--- src/rtl/tetris_pkg.sv ---
// Shared definitions for the tetris playfield RAM path: default geometry,
// RAM owner encoding and clear sequencer states.
package tetris_pkg;

    localparam int PF_ADDR_W     = 11;
    localparam int PF_DATA_W     = 6;
    localparam int PF_CLR_VALUE  = 0;
    localparam int PF_CLR_LAST   = 2047;
    localparam int PF_STARVE_MAX = 15;

    // Who owns the RAM port in a given cycle
    typedef enum logic [1:0] {
        OWN_IDLE = 2'd0,
        OWN_VGA  = 2'd1,
        OWN_CLR  = 2'd2,
        OWN_GAME = 2'd3
    } owner_t;

    typedef enum logic {
        CLR_IDLE = 1'b0,
        CLR_RUN  = 1'b1
    } clr_state_t;

endpackage

--- src/rtl/playfield_clear_seq.sv ---
// Full-field clear sequencer: walks addresses 0..CLR_LAST, advancing only
// when the arbiter hands it a RAM slot.
//
// state    | meaning
// ---------+----------------------------------------------------------
// CLR_IDLE | no clear running; clr_start loads address 0 and starts
// CLR_RUN  | clearing; clr_start ignored; advance on each granted slot
module playfield_clear_seq
    import tetris_pkg::*;
#(
    parameter int ADDR_W   = PF_ADDR_W,
    parameter int CLR_LAST = PF_CLR_LAST
) (
    input  logic              clk,
    input  logic              rst_n,
    input  logic              clr_start,
    input  logic              clr_adv,
    output logic              clr_busy,
    output logic              clr_done,
    output logic [ADDR_W-1:0] clr_addr
);

    clr_state_t        state_q, state_d;
    logic [ADDR_W-1:0] addr_q, addr_d;
    logic              done_q, done_d;

    // Next-state: start, advance, and terminate after the last address write
    always_comb begin
        state_d = state_q;
        addr_d  = addr_q;
        done_d  = 1'b0;
        case (state_q)
            CLR_IDLE: begin
                if (clr_start) begin
                    state_d = CLR_RUN;
                    addr_d  = '0;
                end
            end
            CLR_RUN: begin
                if (clr_adv) begin
                    if (addr_q == ADDR_W'(CLR_LAST)) begin
                        state_d = CLR_IDLE;
                        done_d  = 1'b1;
                    end else begin
                        addr_d = addr_q + ADDR_W'(1);
                    end
                end
            end
            default: state_d = CLR_IDLE;
        endcase
    end

    // State register; reset aborts any clear without a done pulse
    always_ff @(posedge clk or negedge rst_n) begin
        if (!rst_n) begin
            state_q <= CLR_IDLE;
            addr_q  <= '0;
            done_q  <= 1'b0;
        end else begin
            state_q <= state_d;
            addr_q  <= addr_d;
            done_q  <= done_d;
        end
    end

    assign clr_busy = (state_q == CLR_RUN);
    assign clr_done = done_q;
    assign clr_addr = addr_q;

endmodule

--- src/rtl/playfield_ram_arbiter.sv ---
// Single-port playfield RAM arbiter: VGA reads > clear writes > game
// accesses, with a starvation escape that lets the game steal one clear
// slot. RAM command is registered; read data returns one cycle later and is
// tagged by a two-stage owner pipeline.
module playfield_ram_arbiter
    import tetris_pkg::*;
#(
    parameter int ADDR_W     = PF_ADDR_W,
    parameter int DATA_W     = PF_DATA_W,
    parameter int CLR_VALUE  = PF_CLR_VALUE,
    parameter int CLR_LAST   = PF_CLR_LAST,
    parameter int STARVE_MAX = PF_STARVE_MAX
) (
    input  logic              clk,
    input  logic              rst,
    input  logic              vga_req,
    input  logic [ADDR_W-1:0] vga_addr,
    output logic              vga_rvalid,
    output logic [DATA_W-1:0] vga_rdata,
    input  logic              game_req,
    input  logic              game_we,
    input  logic [ADDR_W-1:0] game_addr,
    input  logic [DATA_W-1:0] game_wdata,
    output logic              game_gnt,
    output logic              game_rvalid,
    output logic [DATA_W-1:0] game_rdata,
    input  logic              clr_start,
    output logic              clr_busy,
    output logic              clr_done,
    output logic [ADDR_W-1:0] ram_addr,
    output logic              ram_we,
    output logic [DATA_W-1:0] ram_wdata,
    input  logic [DATA_W-1:0] ram_rdata
);

    localparam int STARVE_W = (STARVE_MAX > 0) ? $clog2(STARVE_MAX + 1) : 1;

    logic [ADDR_W-1:0]   ram_addr_q, ram_addr_d;
    logic                ram_we_q, ram_we_d;
    logic [DATA_W-1:0]   ram_wdata_q, ram_wdata_d;
    logic                game_gnt_q, game_gnt_d;
    logic [STARVE_W-1:0] starve_q, starve_d;
    owner_t              owner_d;
    owner_t              owner_s1_q, owner_s1_d;
    owner_t              owner_s2_q, owner_s2_d;
    logic                we_s2_q, we_s2_d;

    logic              game_elig;
    logic              starved;
    logic              clr_adv;
    logic [ADDR_W-1:0] clr_addr;

    playfield_clear_seq #(
        .ADDR_W   (ADDR_W),
        .CLR_LAST (CLR_LAST)
    ) u_clear_seq (
        .clk       (clk),
        .rst_n     (rst),
        .clr_start (clr_start),
        .clr_adv   (clr_adv),
        .clr_busy  (clr_busy),
        .clr_done  (clr_done),
        .clr_addr  (clr_addr)
    );

    // Owner selection and the RAM command it produces
    always_comb begin
        // A request is not re-eligible in the grant cycle, capping the game
        // at one access every two cycles.
        game_elig = game_req && !game_gnt_q;
        starved   = clr_busy && game_elig && (starve_q >= STARVE_W'(STARVE_MAX));

        if (vga_req) begin
            owner_d = OWN_VGA;
        end else if (clr_busy && !starved) begin
            owner_d = OWN_CLR;
        end else if (game_elig) begin
            owner_d = OWN_GAME;
        end else begin
            owner_d = OWN_IDLE;
        end

        ram_addr_d  = ram_addr_q;
        ram_we_d    = 1'b0;
        ram_wdata_d = ram_wdata_q;
        case (owner_d)
            OWN_VGA: begin
                ram_addr_d = vga_addr;
            end
            OWN_CLR: begin
                ram_addr_d  = clr_addr;
                ram_we_d    = 1'b1;
                ram_wdata_d = DATA_W'(CLR_VALUE);
            end
            OWN_GAME: begin
                ram_addr_d = game_addr;
                ram_we_d   = game_we;
                if (game_we) begin
                    ram_wdata_d = game_wdata;
                end
            end
            default: ;
        endcase

        clr_adv    = (owner_d == OWN_CLR);
        game_gnt_d = (owner_d == OWN_GAME);

        // Saturating wait counter; any cycle the game is not waiting clears it
        if (game_elig && (owner_d != OWN_GAME)) begin
            if (starve_q >= STARVE_W'(STARVE_MAX)) begin
                starve_d = starve_q;
            end else begin
                starve_d = starve_q + STARVE_W'(1);
            end
        end else begin
            starve_d = '0;
        end

        owner_s1_d = owner_d;
        owner_s2_d = owner_s1_q;
        we_s2_d    = ram_we_q;
    end

    // Registered RAM command, grant, starvation counter and owner pipeline
    always_ff @(posedge clk or negedge rst) begin
        if (!rst) begin
            ram_addr_q  <= '0;
            ram_we_q    <= 1'b0;
            ram_wdata_q <= '0;
            game_gnt_q  <= 1'b0;
            starve_q    <= '0;
            owner_s1_q  <= OWN_IDLE;
            owner_s2_q  <= OWN_IDLE;
            we_s2_q     <= 1'b0;
        end else begin
            ram_addr_q  <= ram_addr_d;
            ram_we_q    <= ram_we_d;
            ram_wdata_q <= ram_wdata_d;
            game_gnt_q  <= game_gnt_d;
            starve_q    <= starve_d;
            owner_s1_q  <= owner_s1_d;
            owner_s2_q  <= owner_s2_d;
            we_s2_q     <= we_s2_d;
        end
    end

    assign ram_addr    = ram_addr_q;
    assign ram_we      = ram_we_q;
    assign ram_wdata   = ram_wdata_q;
    assign game_gnt    = game_gnt_q;
    assign vga_rvalid  = (owner_s2_q == OWN_VGA);
    assign game_rvalid = (owner_s2_q == OWN_GAME) && !we_s2_q;
    assign vga_rdata   = ram_rdata;
    assign game_rdata  = ram_rdata;

endmodule

--- config.mk ---
export PLATFORM = sky130hd
export DESIGN_NAME = playfield_ram_arbiter
export DESIGN_NICKNAME = d
export VERILOG_FILES = /design/src/rtl/tetris_pkg.sv /design/src/rtl/playfield_clear_seq.sv /design/src/rtl/playfield_ram_arbiter.sv
export SDC_FILE = /design/constraint.sdc
export NUM_CORES = 1
export LEC_CHECK = 0
export ABC_AREA = 1
export CAP_MARGIN = 30
export CORE_MARGIN = 10
export CORE_UTILIZATION = 52
export CTS_BUF_LIST = sky130_fd_sc_hd__clkbuf_8
export DETAILED_ROUTE_END_ITERATION = 6
export PLACE_DENSITY = 0.95
export SETUP_SLACK_MARGIN = 0.3
export SLEW_MARGIN = 0
export SYNTH_ARGS = -nofsm -noshare
export SYNTH_HDL_FRONTEND = slang
export SYNTH_SLANG_ARGS = --single-unit
--- constraint.sdc ---
create_clock -name clk -period 2.55 [get_ports clk]
set_input_delay 0.3825 -clock clk [delete_from_list [all_inputs] [get_ports clk]]
set_output_delay 0.3825 -clock clk [all_outputs]
set_load 0.02 [all_outputs]
==> flow_metrics.tcl, run 1 <==
set metrics [dict create \
    synth_warnings 0 \
    grt_max_degree 42 \
    fin_crit_ps 1938 \
    comb_power_share_pct 19.1 \
    worstPathMaxFanout 9 \
    max_freq_mhz 516.0 \
    synthCells 301 \
    end_kind "output pin" \
    multiInputGateArea_um2 998.5 \
    initial_utilization_pct 53.51 \
    grt_overflow_total 0 \
    drive_gt1_share_pct 9.855 \
    drv_slew 0 \
    worst_slew_pin_slew_ps 926.1 \
    drcViolationCount 0 \
    clockPowerShare_pct 35.5 \
    first_pass_iters 4 \
    diodes 0 \
    power_density_nw_per_um2 591.0 \
    postCtsSetupRepairBufs 0 \
    tns_ps 0 \
    synth_top_area_cell "dfrtp_1" \
    synth_top_area_share_pct 44.04 \
    die_y_um 86.94 \
    grt_antenna_before_repair 0 \
    via_count 2203 \
    whs_ps 223.7 \
    critPathArrivalTime_ps 1560 \
    cpMaxStageDelayCell "clkdlybuf4s50_1" \
    cp_cell_sequence "clkdlybuf4s50_1" \
    switching_share_pct 27.72 \
    fin_crit_sh_pct 76.00 \
    dp_hpwl_mm 4.520 \
    grt_pass1_vias 2235 \
    cts_tree "yes" \
    yosys-top-cells-area "dfrtp_1, nand2_1, nand3_1" \
    cts_root_buf "clkbuf_8" \
    required_ps 2170 \
    crit_path_start_kind "flop" \
    syn-mean-instance-area_um2 7.740 \
    seqPwrFrac_pct 45.4 \
    fillers 343 \
    fin_skew_ps 7.037 \
    layout_setup_ws_ps 612.1 \
    slowest_delay_ps 680 \
    register_area_um2 1026 \
    fp.dieArea_um2 7558 \
    cts_htree_levels 2 \
    p_leak_nw 1.432 \
    ios 75 \
    drtIter0Drc 149 \
    cts.clk_slew.worst_paths_ps 70 \
    die_w_um 86.94 \
    viasPerCell 5.549 \
    ant_nets 0 \
    grt_setup_unrepaired "false" \
    cts_buffers 5 \
    finish.instance_area_um2 2947 \
    post_cts_resize_count 0 \
    io_buffers 56 \
    hold_buffers 0 \
    placedInstanceArea_um2 2813 \
    cellInternalPower_mw 1.259 \
    syn_area_um2 2330 \
    placement_rows 24 \
    routed_wl_mm 6.099 \
    fin_util_pct 67.67 \
    dp.cells 389 \
    cp_top_family "buffers and inverters" \
    nets 386 \
    setup_viol 0 \
    status "finished clean" \
    avgRoutedWirePerCell_um 15.36 \
    p_switching_uw 482.7 \
    dp_slack_ps 534.6 \
    worstSetupPathType "reg2out" \
    cts_num_sinks 41 \
    crit_buf_inv 1 \
    insertion_delay_ps 300 \
    core-area_um2 4354 \
    peakVddDrop_mv 0.5358 \
    grtUsageTotal_pct 16.16 \
    relSlewSlack_pct 38.26 \
    clock_path_buffers 2 \
    postSynthNetCount 343 \
    hold_viol_final 0 \
    gp_congestion 0.9217 \
    grt_pass1_wl_mm 10.10 \
    maxCapViolations 0 \
    fin_total_pwr_mw 1.742 \
    hp-class "in2async" \
    fin_cells 397 \
    syn_to_final_growth_pct 26.48 \
    synth_seq_area_share_pct 44.04 \
    synth_cell_types 33 \
    ys_seq_elements 41 \
]
[final timing paths]
kind                                         start                      end  slack (ps)  cells past startpoint
min in group clk                     owner_s1_q[1]            owner_s2_q[1]         350                      0
max                           u_clear_seq.clr_busy                 clr_busy         610                      1
max reg2reg                u_clear_seq.clr_addr[0]     u_clear_seq.clr_busy         780                      8
max in group asynchronous                      rst              ram_addr[2]        1760                      1
min reg2reg                          owner_s1_q[1]            owner_s2_q[1]         350                      0
min                                            rst  u_clear_seq.clr_addr[4]         220                      1
[routing by layer]
layer / wire length [µm] / global-route usage (%) / vias to the layer above / share of wire [%]
li1: - / - / 1040 / -
met1: 2175 / 16.27 / 1032 / 36
met2: 3140 / 29.58 / 105 / 51
met3: 618 / 6.273 / 26 / 10
met4: 166 / 5.155 / 0 / 2.7
met5: 0 / 0 / - / 0
[flip-flops by register name, summed over array words and instances, names as in the netlist]
register and count:
ram_addr 11, u_clear_seq.clr_addr 11, ram_wdata 6, starve_q 4, owner_s1_q 2, owner_s2_q 2
game_gnt 1, ram_we 1, u_clear_seq.clr_busy 1, u_clear_seq.clr_done 1, we_s2_q 1
[worst register-to-register path, stage by stage (launching register included)]
cell and delay, ps:
dfrtp_1 460, ha_1 320, inv_2 70, nor2_4 170, nand2_1 90, nor2_1 150, nand3_1 180, nor2_2 170
nor2_1 60
[cell usage after synthesis]
master    count
nand2_1      78
dfrtp_1      41
nand3_1      38
inv_1        27
nor2_1       19
nand4_1      13
buf_4        12
o21ai_1      12
a21oi_1       9
o21ai_0       8
buf_2         5
clkinv_1      4
inv_2         4
buf_6         3
clkbuf_1      3
nand2_2       3
nor2_2        3
ha_1          2
nand3_2       2
xor2_1        2
a21oi_4       1
clkinv_2      1
clkinv_4      1
nand2_4       1
nand3_4       1
nand3b_1      1
nand4_2       1
nor2_4        1
nor3_1        1
nor3_2        1
o21bai_2      1
or2_2         1
xnor2_1       1
[cells in the final DEF (no fill, tap or decap), drive strengths merged]
cell           netlist  routed
nand3b               1       1
a21oi               10      10
nand4               14      14
o21ai               20      20
clkbuf               3       5
clkdlybuf4s50        0      55
xnor2                1       1
clkinv               6       7
ha                   2       2
nand3               41      41
inv                 31      31
or2                  1       1
o21bai               1       1
bufinv               0       2
xor2                 2       2
dfrtp               41      41
nor3                 2       2
nor2                23      23
nand2               82      82
buf                 20       4
[power groups by stage]
stage / Sequential, mW / Combinational [mW] / Clock, mW
6_report: 0.791 / 0.333 / 0.618
5_1_grt: 0.800 / 0.366 / 0.645
4_1_cts: 0.789 / 0.335 / 0.619
3_5_place_dp: 0.801 / 0.332 / 0
3_3_place_gp: 0.798 / 0.318 / 0
2_1_floorplan: 0.810 / 0.182 / 0
[logic make-up (layout without fill, tap and decap cells)]
family,after synthesis,in the layout,synth area share [%]
AOI/OAI and AO/OA,31,31,7.412
xor gates and xnor gates,3,3,1.128
adders and majority gates,2,2,1.074
buffers and inverters,60,104,13.10
DFF,41,41,44.04
and+or+nand+nor,164,164,33.24
[layout make-up]
| type | instances | area share, % |
|---|---|---|
| tap | 52 | 2.208 |
| clock inverter | 3 | 2.208 |
| multi-input combinational | 200 | 33.89 |
| inverter | 37 | 4.926 |
| clock buffer | 5 | 2.335 |
| sequential | 41 | 34.82 |
| timing repair buffer | 59 | 19.62 |
(Power assumes the default switching activity.)
==> inputs of run 2 (changes only) <==
Settings changed: CORE_UTILIZATION 52 to 43, PLACE_DENSITY 0.95 to 0.86.
Clock period 2.55 ns to 1.73 ns, I/O delays scaled along.
==> run 2 against run 1 <==
Net effect: sequential power rose by 48%; die area rose by 16%; via count rose by 4.9%; critical path type is now reg2reg; highest routed layer unchanged.
==> flow_metrics.tcl, run 2 (synthesis results as in run 1) <==
set metrics [dict create \
    crit_path_start_kind "flop" \
    finish.instance_area_um2 3317 \
    diodes 0 \
    io_buffers 56 \
    fin_crit_sh_pct 86.35 \
    worstSetupPathType "reg2reg" \
    max_freq_mhz 669.4 \
    whs_ps 358.6 \
    drtIter0Drc 195 \
    fillers 422 \
    final_cell_mix "nand2_1, dfrtp_1, clkdlybuf4s50_1, nand3_1, inv_1" \
    cts_root_buf "clkbuf_8" \
    syn_to_final_growth_pct 42.37 \
    critPathArrivalTime_ps 1690 \
    routed_wl_mm 6.911 \
    via_count 2311 \
    grt_setup_unrepaired "true" \
    r2r-start "starve_q[0]" \
    cpMaxStageDelayCell "dfrtp_1" \
    worst_slew_pin_slew_ps 405.6 \
    cts_buffers 5 \
    drcViolationCount 0 \
    nets 411 \
    clock_path_buffers 2 \
    grt_antenna_before_repair 0 \
    viasPerCell 5.252 \
    cts_num_sinks 41 \
    initial_utilization_pct 45.04 \
    layout_commonest_cell "nand2_1" \
    fin_crit_ps 1494 \
    grt_overflow_total 0 \
    maxCapViolations 0 \
    relSlewSlack_pct 72.96 \
    required_ps 1920 \
    fin_cells 440 \
    grt_pass1_wl_mm 10.81 \
    end_kind "flop" \
    fp.dieArea_um2 8762 \
    avgRoutedWirePerCell_um 15.71 \
    cts_tree "yes" \
    ant_nets 0 \
    dp.cells 416 \
    slowest_delay_ps 420 \
    die_y_um 93.61 \
    setup_viol 0 \
    layout_setup_ws_ps 236.2 \
    fin_util_pct 64.13 \
    critPathMostFrequentCell "nand3_4" \
    grtUsageTotal_pct 15.10 \
    p_leak_nw 1.663 \
    placement_rows 26 \
    cts.clk_slew.worst_paths_ps 80 \
    power_density_nw_per_um2 798.6 \
    hold_viol_final 0 \
    die_w_um 93.61 \
    drive_gt1_share_pct 23.24 \
    grt_pass1_vias 2226 \
    crit_buf_inv 1 \
    placedInstanceArea_um2 2918 \
    dp_slack_ps -40.46 \
    status "finished clean" \
    cp_cell_sequence "ha_4 > nand3_4 > nor2_4 > o21bai_4 > buf_4 > nand3_4 > nand2_1 > o21ai_1" \
    gp_congestion 0.8916 \
    grt_max_degree 25 \
    peakVddDrop_mv 0.4553 \
    first_pass_iters 4 \
    core-area_um2 5172 \
    dp_hpwl_mm 4.611 \
    insertion_delay_ps 300 \
    hp-class "reg2reg" \
    ios 75 \
    cts_htree_levels 2 \
    cp_top_family "flip-flops" \
    worstPathMaxFanout 8 \
    fin_skew_ps 8.967 \
    crit_path_start "starve_q[0]" \
    hold_start "owner_s1_q[1]" \
    drv_slew 0 \
]
==> run 2: cell types whose count changed in the layout (fill, tap and decap cells not counted), moves of 7 or more <==
| cell | change |
|---|---|
| nand2_2 | +7 |
| nand3_2 | +10 |
| buf_4 | +19 |
| nand2_1 | -9 |
| clkdlybuf4s50_1 | -24 |
| dlygate4sd2_1 | +21 |
| nand3_1 | -10 |
==> run 2: per-stage QoR <==
stage | setup TNS [ps] | power, mW
3_3_place_gp | 0 | 1.668
5_1_grt | 0 | 2.761
4_1_cts | 0 | 2.623
2_1_floorplan | 0 | 1.462
6_report | 0 | 2.649
3_5_place_dp | -63.88 | 1.686
==> run 2: timing repair <==
action / 4_1_cts / 5_1_grt
endpoints found under the hold margin: 14 / 0
resized for setup: 35 / 38
buffers inserted: 6 / 6
pin swaps: 3 / 17
setup endpoints to repair: 49 / 34
hold buffers: 1 / 0
gates cloned: 2 / 1
==> run 2: final timing paths <==
path | end | slack [ps] | cells past startpoint
worst max-delay path | u_clear_seq.clr_addr[2] | 240 | 8
worst max register to register | u_clear_seq.clr_addr[2] | 240 | 8
worst min-delay path | owner_s2_q[1] | 360 | 0
worst min register to register | owner_s2_q[1] | 360 | 0
min in group asynchronous | starve_q[3] | 410 | 2
max in group asynchronous | u_clear_seq.clr_addr[4] | 780 | 3
==> run 2: layer usage <==
metal / vias up / GRT usage [%] / routed length (µm)
met5: - / 0 / 0
met1: 1100 / 17.16 / 2675
li1: 1097 / - / -
met4: 0 / 4.557 / 124
met3: 16 / 4.636 / 528
met2: 98 / 26.51 / 3582
==> run 2: cell type report <==
cell class	instances	area [µm²]	area share, %
tap	70	87.58	2.641
clock inverter	3	65.06	1.962
clock buffer	5	68.82	2.075
sequential	41	1030	31.04
multi-input combinational	202	1172	35.35
inverter	37	148.9	4.489
timing repair buffer	82	744.5	22.44
==> run 2: power breakdown <==
group          internal, mW  total [mW]  switching, mW
Sequential             1.06        1.17          0.111
Clock                 0.573       0.924          0.351
Combinational         0.259       0.557          0.298
Total                  1.89        2.65          0.760
==> run 2: worst register-to-register path, stage by stage (launching register included) <==
cell and delay (ps):
dfrtp_1 420, ha_4 190, nand3_4 110, nor2_4 60, o21bai_4 170, buf_4 140
nand3_4 130, nand2_1 100, o21ai_1 70
==> inputs of run 3 (changes only) <==
Settings changed: TNS_END_PERCENT set to 50.
==> run 3 against run 2 <==
Net effect: flip-flop and latch count did not move; clock-buffer cell count unchanged; first-iteration DRC count down 2.1%; global-route usage decreased by 0.083 points; cell count decreased by 0.23%.
==> flow_metrics.tcl, run 3 (synthesis results as in run 1) <==
set metrics [dict create \
    via_count 2254 \
    layout_commonest_cell "nand2_1" \
    fin_total_pwr_mw 2.659 \
    clock_path_buffers 2 \
    whs_ps 350.9 \
    fp.dieArea_um2 8762 \
    grt_pass1_wl_mm 10.74 \
    nets 410 \
    drcViolationCount 0 \
    status "finished clean" \
    cts_buffers 5 \
    fin_crit_sh_pct 85.66 \
    routed_wl_mm 6.747 \
    layout_setup_ws_ps 248.1 \
    worst_slew_pin_slew_ps 396.0 \
    dp.cells 416 \
    fin_skew_ps 7.855 \
    peakVddDrop_mv 0.4565 \
    core-area_um2 5172 \
    cpMaxStageDelayCell "dfrtp_1" \
    viasPerCell 5.134 \
    drive_gt1_share_pct 19.78 \
    gp_congestion 0.8916 \
    syn_to_final_growth_pct 41.68 \
    fin_crit_ps 1482 \
    io_buffers 56 \
    crit_path_start_kind "flop" \
    grt_setup_unrepaired "true" \
    die_y_um 93.61 \
    clockPowerShare_pct 34.7 \
    comb_power_share_pct 21.4 \
    setup_viol 0 \
    power_density_nw_per_um2 805.5 \
    hold_viol_final 0 \
    dp_hpwl_mm 4.611 \
    fin_util_pct 63.81 \
    placement_rows 26 \
    grt_overflow_total 0 \
    cts_htree_levels 2 \
    cts_tree "yes" \
    critPathMostFrequentCell "nand3_4" \
    p_switching_uw 755.5 \
    worstSetupPathType "reg2reg" \
    switching_share_pct 28.42 \
    cts.clk_slew.worst_paths_ps 80 \
    cp_cell_sequence "ha_4 > nand3_4 > nor2_4 > o21bai_4 > buf_4 > nand3_4 > nand2_1 > o21ai_0" \
    initial_utilization_pct 45.04 \
    cellInternalPower_mw 1.903 \
    end_kind "flop" \
    worstPathMaxFanout 8 \
    grtUsageTotal_pct 15.02 \
    cp_top_family "flip-flops" \
    ios 75 \
    maxCapViolations 0 \
    avgRoutedWirePerCell_um 15.37 \
    ant_nets 0 \
    fin_cells 439 \
    critPathArrivalTime_ps 1670 \
    slowest_delay_ps 420 \
    required_ps 1920 \
    drv_slew 0 \
    first_pass_iters 4 \
    cts_num_sinks 41 \
    relSlewSlack_pct 73.60 \
    hp-class "reg2reg" \
    grt_pass1_vias 2214 \
    final_cell_mix "nand2_1, dfrtp_1, nand3_1, clkdlybuf4s50_1, inv_1" \
    grt_antenna_before_repair 0 \
    crit_buf_inv 1 \
    die_w_um 93.61 \
    dp_slack_ps -40.46 \
    seqPwrFrac_pct 43.9 \
    p_leak_nw 1.819 \
    insertion_delay_ps 310 \
    cts_root_buf "clkbuf_8" \
    grt_max_degree 25 \
    diodes 0 \
    drtIter0Drc 191 \
    max_freq_mhz 674.8 \
]
-- run 3: final timing paths --
| check | slack (ps) | cells past startpoint | startpoint | end |
|---|---|---|---|---|
| max in group asynchronous | 790 | 3 | rst | u_clear_seq.clr_addr[4] |
| max reg2reg | 250 | 8 | starve_q[0] | u_clear_seq.clr_addr[2] |
| min in group asynchronous | 400 | 2 | rst | starve_q[3] |
| min | 350 | 0 | owner_s1_q[0] | owner_s2_q[0] |
| max | 250 | 8 | starve_q[0] | u_clear_seq.clr_addr[2] |
| min reg2reg | 350 | 0 | owner_s1_q[0] | owner_s2_q[0] |
-- run 3: power by group through the flow --
stage	clock network [mW]	logic (mW)	registers [mW]
2_1_floorplan	0	0.268	1.19
3_3_place_gp	0	0.483	1.19
3_5_place_dp	0	0.500	1.19
4_1_cts	0.931	0.545	1.16
5_1_grt	0.963	0.628	1.18
6_report	0.922	0.568	1.17
-- run 3: final cells by class --
| class | count | area, µm² |
|---|---|---|
| fillers | 405 | 1872 |
| multi-input cells | 202 | 1124 |
| flip-flops and latches | 41 | 1028 |
| repair buffers | 81 | 782.0 |
| inverters | 37 | 145.1 |
| well taps | 70 | 87.58 |
| clock buffers | 5 | 68.82 |
| clock inverters | 3 | 65.06 |
-- run 3: per-layer routing --
layer	up-vias	track usage [%]	routed length [µm]	part of all wire (%)
li1	1095	-	-	-
met1	1071	17.16	2629	39
met2	78	26.51	3521	52
met3	10	4.237	498	7.4
met4	0	4.557	97	1.4
met5	-	0	0	0
-- run 3: timing repair --
action / CTS / global route
setup endpoints to repair: 49 / 47
resized for setup: 21 / 30
hold buffers: 1 / 0
cloned: 2 / 1
endpoints found under the hold margin: 14 / 0
buffers inserted: 6 / 5
pin swaps: 3 / 6
-- run 3: through the flow --
step / TNS (ps) / cell area (µm²)
CTS: 0 / 3163
finish: 0 / 3301
global route: 0 / 3301
detailed placement: -63.88 / 2918
floorplan: 0 / 2332
global placement: 0 / 2918
